### config.mk
export PLATFORM = sky130hd
export DESIGN_NAME = ew_fifo_pop_ctrl
export DESIGN_NICKNAME = d
export VERILOG_FILES = /design/src/rtl/ew_fifo_pop_ctrl.sv
export SDC_FILE = /design/constraint.sdc
export NUM_CORES = 1
export LEC_CHECK = 0
export CAP_MARGIN = 20
export CORE_MARGIN = 2
export CORE_UTILIZATION = 43
export DETAILED_ROUTE_END_ITERATION = 10
export PLACE_DENSITY_LB_ADDON = 0.1
export RECOVER_POWER = 50
export SETUP_SLACK_MARGIN = 0.05
export SYNTH_ARGS = -nofsm -noshare
export SYNTH_HDL_FRONTEND = slang
export SYNTH_SLANG_ARGS = --single-unit
### constraint.sdc
create_clock -name clk_pop -period 1.7 [get_ports clk_pop]
set_clock_uncertainty 0.1 [all_clocks]
set_input_delay 0.255 -clock clk_pop [delete_from_list [all_inputs] [get_ports clk_pop]]
set_output_delay 0.255 -clock clk_pop [all_outputs]
set_load 0.03 [all_outputs]
### src/rtl/ew_fifo_pop_ctrl.sv
// Pop-side controller: drains a FWFT FIFO into a 2-entry valid/ready skid buffer.
// Define EW_FIFO_POP_CTRL_CNT_EN to build the accepted-word counter (word_cnt).
module ew_fifo_pop_ctrl #(
   parameter int DATA_WIDTH = 32,
   parameter int CNT_WIDTH  = 16
) (
   input  logic                  clk_pop,
   input  logic                  rst_n,
   input  logic                  en,
   input  logic                  flush,
   input  logic                  pop_empty,
   input  logic                  pop_error,
   input  logic [DATA_WIDTH-1:0] data_out,
   output logic                  pop_req_n,
   output logic                  m_valid,
   input  logic                  m_ready,
   output logic [DATA_WIDTH-1:0] m_data,
   output logic [CNT_WIDTH-1:0]  word_cnt,
   output logic                  err
);

   typedef enum logic [1:0] {
      EMPTY = 2'd0,
      ONE   = 2'd1,
      TWO   = 2'd2
   } state_e;

   state_e                state_q, state_d;
   logic [DATA_WIDTH-1:0] head_q, head_d;
   logic [DATA_WIDTH-1:0] skid_q, skid_d;
   logic                  err_q;
   logic                  pop;
   logic                  take;

   // rst_n gates the request so no pop is issued while reset is held
   assign pop_req_n = ~(rst_n & en & ~flush & ~pop_empty & (state_q != TWO));
   assign pop       = ~pop_req_n;
   assign m_valid   = (state_q != EMPTY);
   assign take      = m_valid & m_ready;
   assign m_data    = head_q;
   assign err       = err_q;

   always_comb begin
      state_d = state_q;
      head_d  = head_q;
      skid_d  = skid_q;
      if (flush) begin
         state_d = EMPTY;
      end else begin
         unique case (state_q)
            EMPTY: begin
               if (pop) begin
                  state_d = ONE;
                  head_d  = data_out;
               end
            end
            ONE: begin
               if (pop && take) begin
                  head_d = data_out;
               end else if (pop) begin
                  state_d = TWO;
                  skid_d  = data_out;
               end else if (take) begin
                  state_d = EMPTY;
               end
            end
            TWO: begin
               if (take) begin
                  state_d = ONE;
                  head_d  = skid_q;
               end
            end
            default: state_d = EMPTY;
         endcase
      end
   end

   always_ff @(posedge clk_pop or negedge rst_n) begin
      if (!rst_n) begin
         state_q <= EMPTY;
         head_q  <= '0;
         skid_q  <= '0;
         err_q   <= 1'b0;
      end else begin
         state_q <= state_d;
         head_q  <= head_d;
         skid_q  <= skid_d;
         err_q   <= err_q | pop_error;
      end
   end

`ifdef EW_FIFO_POP_CTRL_CNT_EN
   logic [CNT_WIDTH-1:0] cnt_q;

   always_ff @(posedge clk_pop or negedge rst_n) begin
      if (!rst_n) begin
         cnt_q <= '0;
      end else if (take && !flush) begin
         cnt_q <= cnt_q + CNT_WIDTH'(1);
      end
   end

   assign word_cnt = cnt_q;
`else
   assign word_cnt = '0;
`endif

endmodule

==> flow_metrics.tcl <==
set metrics [dict create \
    die_h_um 90.4 \
    grt_usage_pct 17.6 \
    crit_fanout 16 \
    post-route-drc-count 0 \
    grt_pass1_wl_um 11200 \
    start_util_pct 44.3 \
    clock_path_buffers 2 \
    cap_violations 0 \
    dieWidth_um 90.4 \
    slew_headroom_pct 39.0 \
    fillCellCount 575 \
    yosysTopAreaCell "dfrtp_1" \
    port_buffers 73 \
    vias 1945 \
    drt-pass1-iter-count 4 \
    hold_viol_final 0 \
    cp-start-kind "flip-flop" \
    yosysWarnings 0 \
    setup_viol 64 \
    synthTopCellsByArea "dfrtp_1 52%, mux2_2 23%, mux2_4 14%" \
    fin_crit_ps 1830 \
    seqCellArea_um2 1680 \
    via_per_inst 4.69 \
    slew_violations 0 \
    synth_seq_area_share_pct 52.2 \
    drive_gt1_share_pct 48.7 \
    numCtsBuffers 9 \
    overflow 0 \
    fmax_mhz 547 \
    status "finished with violations" \
    dieArea_um2 8180 \
    powerDensity_nw_per_um2 964 \
    drtIter0Drc 43 \
    syn_area_um2 3210 \
    crit_arrival_ps 1950 \
    yosysUniqueCellTypes 19 \
    antenna_found_initial 0 \
    grt_max_degree 68 \
    cts_num_sinks 67 \
    nets 350 \
    rows 31 \
    cts_max_level 3 \
    finalWirelength_um 6880 \
    synth_top_area_share_pct 52.2 \
    min_path_type "input pin to flip-flop" \
    io_pins 90 \
    peakVddDrop_mv 0.557 \
    end_kind "flip-flop" \
    multi_input_area_um2 1590 \
    final_area_um2 4700 \
    antennaDiodeCount 0 \
    coreArea_um2 7250 \
    cts_tree "yes" \
    clk_pin_slew_worst_paths_ps 80 \
    p_leak_uw 0.00230 \
    rsz0062_at_grt "yes" \
    place_hpwl_um 3940 \
    final_antenna_net_count 0 \
    tightest_slew_ps 914 \
    root_buffer "clkbuf_8" \
    setup_ws_ps -130 \
    reg2reg_slack_ps -130 \
    post_dp_cell_area_um2 4100 \
    pre_cts_ws_ps -666 \
    r2r-end "m_data[26]" \
    wl_per_cell_um 16.6 \
    syn_avg_cell_area_um2 15.5 \
    cts-hold-fix-buffers 0 \
    worst_r2r_path_depth 6 \
    setup.worst_path.class "flip-flop to flip-flop" \
    clock_latency_ps 340 \
    violations "negative setup slack" \
    reg2reg_from "state_q[0]" \
    period_share_pct 108 \
    worstSetupEndpoint "m_data[26]" \
    grt_pass1_vias 2154 \
    crit_required_ps 1820 \
    syn_inst 207 \
    setup.worst_path.start "state_q[0]" \
    gp_congestion 0.705 \
    ys_seq_elements 67 \
    area_delta_synth_final_pct 46.4 \
]
kinds of logic after synthesis:
| family | share of synthesized area [%] |
|---|---|
| xor+xnor | 0.273 |
| mux | 37.2 |
| buf+inv | 5.88 |
| compound gates | 1.13 |
| flops | 52.2 |
| other cells | 0.117 |
| simple gates | 3.23 |
cell usage in the layout, fill, tap and decap left out:
cell type	instances
mux2_4	68
dfrtp_1	67
dlygate4sd2_1	36
clkdlybuf4s50_1	34
mux2_2	28
conb_1	16
buf_6	12
clkbuf_8	10
buf_4	8
buf_12	5
clkinv_2	3
buf_16	3
or2_2	2
nand2b_4	2
nor2b_4	2
nand2b_1	2
clkbuf_1	2
clkbuf_16	2
clkbuf_4	2
nand4bb_4	1
or4b_4	1
o32ai_4	1
nand3b_1	1
or3b_2	1
a211oi_1	1
xnor2_1	1
a21oi_1	1
o21a_1	1
clkinvlp_4	1
bufinv_16	1
buf_8	1
flip-flops by register name, indices dropped and copies added, names as in the netlist:
name	cells
err	1
m_data	32
skid_q	32
state_q	2
report_power, final:
part	switching (uW)	internal (uW)
logic	665	605
registers	116	1830
clock network	609	711
total	1390	3140
cells in the mapped netlist:
cell and number:
buf_4 16, buf_6 3, or4b_1 1, or2_2 2, buf_2 7, or3b_2 1
nand3b_1 1, nand2b_1 4, a211oi_1 1, nand4bb_4 1, o21a_1 1, mux2_2 66
conb_1 1, xnor2_1 1, o32ai_2 1, mux2_4 30, a21oi_1 1, dfrtp_1 67
nor2b_1 2
metrics by stage:
step / hold WS [ps] / instances / TNS [ps] / utilization [%] / power, uW
floorplan: -141 / 222 / -1480 / - / 2710
global placement: 348 / 386 / -35010 / 56.6 / 3250
detailed placement: 352 / 386 / -36480 / 56.6 / 3260
CTS: 207 / 414 / -4030 / 64.3 / 4560
global route: 270 / 415 / -7930 / 64.8 / 4730
finish: 246 / 415 / -5130 / 64.8 / 4530
critical path, cell delays in order (launching register included):
cell	delay [ps]
dfrtp_1	400
buf_6	130
buf_6	110
nor2b_4	180
buf_12	190
mux2_2	340
mux2_4	250
worst min path at each step:
stage,startpoint,cells after the start,slack [ps],to
after floorplan,rst_n,0,-140,err
after global placement,err,1,350,err
after detailed placement,err,1,350,err
after CTS,rst_n,3,210,m_data[18]
after global routing,flush,3,270,state_q[1]
final,flush,3,250,state_q[1]
timing repair:
item | CTS | global route
gates resized for setup | 99 | 4
cloned | 4 | 2
setup endpoints to repair | 99 | 66
pin swaps | 2 | 0
setup buffers | 8 | 0
final cells by class:
class | count | area share, %
clock inverters | 5 | 1.12
flip-flops and latches | 67 | 35.7
repair buffers | 104 | 23.8
multi-input cells | 129 | 33.8
well taps | 99 | 2.63
clock buffers | 11 | 3.01
routing by layer:
| layer | share of wire [%] | routed length [um] | GRT usage (%) | vias to the layer above |
|---|---|---|---|---|
| li1 | - | - | - | 915 |
| met1 | 48 | 3300 | 23.2 | 965 |
| met2 | 47 | 3230 | 28.8 | 55 |
| met3 | 3.5 | 244 | 3.26 | 10 |
| met4 | 1.7 | 115 | 6.92 | 0 |
| met5 | 0 | 0 | 0 | - |
Power figures use the tool's default switching activity.
==> RTL edit 1 (same settings) <==
Change the parameter `CNT_WIDTH` from 16 to 12.
--- a/src/rtl/ew_fifo_pop_ctrl.sv
+++ b/src/rtl/ew_fifo_pop_ctrl.sv
@@ -3,5 +3,5 @@
 module ew_fifo_pop_ctrl #(
    parameter int DATA_WIDTH = 32,
-   parameter int CNT_WIDTH  = 16
+   parameter int CNT_WIDTH  = 12
 ) (
    input  logic                  clk_pop,
Interface: changed (resized word_cnt); port bits go from 90 to 86. The function was not compared with the original's and may differ.
==> RTL edit 1 against the original RTL <==
- the flow still finishes with violations (negative setup slack)
- cell area shrank 3.4%
- total power grew 6.0%
- routed wire length shrank 3.4%
- sequential cell count is the same
- area after synthesis shrank 0.93%
- setup slack gained 59 ps
- count of clock-buffer cells in the layout shrank 2
- critical path type unchanged
- highest routed layer unchanged
==> RTL edit 1: results (changes against the original RTL) <==
cell count after synthesis=203 (-1.9%); R2R Path End=skid_q[23]$_DFFE_PN0P_; gr usage total=0.171 (-0.00487); met1 Resource Use GR=0.229 (-0.00285); Synth area leaders=dfrtp_1 (53%), mux2_2 (23%), mux2_4 (14%); post-synthesis sequential area ratio=0.527 (+0.00493); routed vias=1,949 (+0.21%); failing checks=negative setup slack; number of global-route vias before repair=2,020 (-6.2%); Worst Path Max Fanout=14 (-2); first-pass GRT wire length=10,800 um (-3.6%); Max rail drop VDD=0.000585 V (+5.0%); DRT iter0 DRCs=85 (+98%); Critical Path Max Stage Delay=520 ps (+120 ps); Final setup violation count=62 (-3.1%); met2 Use GR=0.266 (-0.0219); Worst path slowest cell=or4b_4; final worst setup slack=-70.4 ps (+59.4 ps); top post-synthesis cells by count=dfrtp_1 (67), mux2_2 (66), mux2_4 (30); grt met3 use=0.0386 (+0.00600); NumNets Final=339 (-3.1%); delay-heaviest family, CP=simple AND/OR/NAND/NOR gates; Final HPWL DP=4050 um (+3.0%); Filler Cell Count=592 (+3.0%); status=complete, but fails checks; Via density=4.82 (+2.9%); worst rel slew slack=0.392 (+0.00133); routability cong.=0.709 (+0.60%)
[RTL edit 1: kinds of logic after synthesis]
group                     synth area share
buffers and inverters               0.0499
DFF                                  0.527
other                              0.00118
AOI/OAI and AO/OA                   0.0114
and+or+nand+nor                     0.0326
muxes                                0.375
xor gates and xnor gates           0.00275
[RTL edit 1: final cells by class]
class                           instances  share of cell area
Sequential cell                        67               0.369
Clock buffer                            9              0.0273
Multi-Input combinational cell        125               0.328
Clock inverter                          7              0.0273
Tap cell                               99              0.0273
Timing Repair Buffer                   97               0.221
[RTL edit 1: power groups by stage]
stage / combinational, mW / sequential, mW / clock, mW
floorplan: 0.353 / 2.34 / 0
global placement: 1.26 / 1.98 / 0
detailed placement: 1.27 / 1.98 / 0
CTS: 1.18 / 1.95 / 1.70
global route: 1.27 / 1.98 / 1.76
finish: 1.20 / 1.95 / 1.66
[RTL edit 1: worst max path at each step]
stage | start | to | slack [ps] | depth (start not counted)
global route | state_q[0]$_DFFE_PN0P_ | m_data[1]$_DFFE_PN0P_ | -120 | 5
floorplan | state_q[1]$_DFFE_PN0P_ | skid_q[0]$_DFFE_PN0P_ | -50 | 4
detailed placement | pop_empty | skid_q[23]$_DFFE_PN0P_ | -730 | 5
CTS | state_q[0]$_DFFE_PN0P_ | m_data[9]$_DFFE_PN0P_ | -60 | 5
finish | state_q[0]$_DFFE_PN0P_ | skid_q[23]$_DFFE_PN0P_ | -70 | 4
global placement | pop_empty | skid_q[26]$_DFFE_PN0P_ | -680 | 5
[RTL edit 1: metal layers]
metal | vias to the layer above | wire (um)
met5 | - | 0
met3 | 10 | 292
met2 | 53 | 3190
li1 | 895 | -
met1 | 991 | 3060
met4 | 0 | 102
[RTL edit 1: stage by stage]
step	area, um^2	hold slack (ps)	setup TNS [ps]
2_1_floorplan	3240	-141	-1480
3_3_place_gp	4080	349	-37740
3_5_place_dp	4080	364	-39360
4_1_cts	4520	176	-1780
5_1_grt	4540	230	-5240
6_report	4540	237	-2910
[RTL edit 1: worst reg2reg max path: stages, from the launching register on]
cell	delay [ps]
dfrtp_1	420
buf_6	130
or4b_4	520
buf_12	190
mux2_4	300
[RTL edit 1: timing repair]
| item | CTS | global route |
|---|---|---|
| setup endpoints to repair | 99 | 66 |
| resized for setup | 71 | 14 |
| pin swaps | 2 | 1 |
| hold buffers | 0 | 0 |
| gates cloned | 3 | 0 |
| hold endpoints to repair | 0 | 0 |
| setup buffers | 5 | 0 |
==> RTL edit 2 (same settings) <==
Without the edit above. Re-encode `state_e` (3 states) as one-hot, 3 bits wide.
--- a/src/rtl/ew_fifo_pop_ctrl.sv
+++ b/src/rtl/ew_fifo_pop_ctrl.sv
@@ -20,8 +20,8 @@
 );
 
-   typedef enum logic [1:0] {
-      EMPTY = 2'd0,
-      ONE   = 2'd1,
-      TWO   = 2'd2
+   typedef enum logic [2:0] {
+      EMPTY = 3'b001,
+      ONE   = 3'b010,
+      TWO   = 3'b100
    } state_e;
 
Check against the original RTL: no difference found for any inputs over 4 cycles, from zero or initial values and one cycle with rst_n low; so few cycles prove little.
==> RTL edit 2 against the original RTL <==
- the run still ends with negative setup slack left
- total power rose by 2.1%
- maximum frequency fell by 8.7%
- routed wire length rose by 7.0%
- sequential cell count rose by 1
- cell area rose by 3.6%
- setup slack got worse by 170 ps
- area after synthesis rose by 3.8%
==> RTL edit 2: results (changes against the original RTL) <==
Max rail drop VDD=0.000591 V (+6.1%); Cells after DPL=400 (+3.6%); Lkg Pwr=2.36 nW (+2.5%); failing checks=negative setup slack; cells on worst reg2reg path=5 (-1); post-synthesis sequential area ratio=0.511 (-0.0111); status=complete, but fails checks; Final Non-Filler Cells=434 (+4.6%); count of cell types in the netlist=31 (+12); NumNets Final=366 (+4.6%); worst rel slew slack=0.378 (-0.0128); gr usage total=0.178 (+0.00206); DRT iter0 DRCs=67 (+56%); Synth Area in Compound Gates=0.0113 (-0.0000360); layout cells sized above 1=0.491 (+0.00362); Hold Path Class=input port to asynchronous set/reset pin; Post-Synth XOR/XNOR Area=0.00263 (-0.0000993); final worst setup slack=-304 ps (-174 ps); top post-synthesis cells by count=dfrtp_1 (67), mux2_2 (64), mux2_4 (30); Final setup violation count=67 (+4.7%); WL final=7360 um (+7.0%); R2R Path End=m_data[3]$_DFFE_PN0P_; crit path from=state_q[0]$_DFFE_PN1P_; post-cts gate resize count=92 (-7.1%); CTS Hold Bufs=1 (+1); Worst Path Max Fanout=15 (-1); syn_area_per_cell=15.2 um^2 (-2.4%)
==> RTL edit 2: cell count changes in the layout (fill, tap and decap cells not counted), sizes merged, moves of 4 or more <==
cell,before,now
buf,29,36
clkbuf,16,11
nand2,0,4
nand2b,4,0
nor2,0,4
==> RTL edit 2: worst max-delay path: cells and delay by family (launching register included) <==
family	cells	cell delay, ps
buffers and inverters	1	190
flip-flops	1	530
multiplexers	1	310
AND/OR/NAND/NOR	3	750
==> RTL edit 2: routing by layer <==
metal | GRT usage | routed length, um | vias up
met2 | 0.259 | 3410 | 50
met3 | 0.0460 | 300 | 10
li1 | - | - | 965
met1 | 0.257 | 3560 | 1069
met4 | 0.0634 | 91 | 0
met5 | 0 | 0 | -
==> RTL edit 2: power by group through the flow <==
stage	Sequential (mW)	Combinational [mW]	Clock, mW
4_1_cts	1.90	1.10	1.69
5_1_grt	1.91	1.15	1.75
3_3_place_gp	1.93	1.20	0
2_1_floorplan	2.24	0.380	0
6_report	1.89	1.10	1.64
3_5_place_dp	1.93	1.21	0
==> RTL edit 2: through the flow <==
stage                     area (um^2)  utilization  hold slack [ps]
after global routing             4870        0.641              183
after CTS                        4810        0.632              118
after global placement           4210        0.553              104
final                            4870        0.641              104
after floorplan                  3400            -             -141
after detailed placement         4210        0.553              106
==> RTL edit 2: kinds of logic after synthesis <==
group | count (synthesis)
muxes | 97
and+or+nand+nor | 20
other | 1
buffers and inverters | 28
DFF | 68
AOI/OAI and AO/OA | 5
xor gates and xnor gates | 1
==> RTL edit 2: area by class of cell <==
cell class | instances | area [um^2] | area share
well taps | 102 | 128 | 0.0262
clock buffers | 9 | 124 | 0.0254
flip-flops and latches | 68 | 1700 | 0.349
clock inverters | 7 | 124 | 0.0254
multi-input cells | 139 | 1630 | 0.335
repair buffers | 109 | 1160 | 0.239
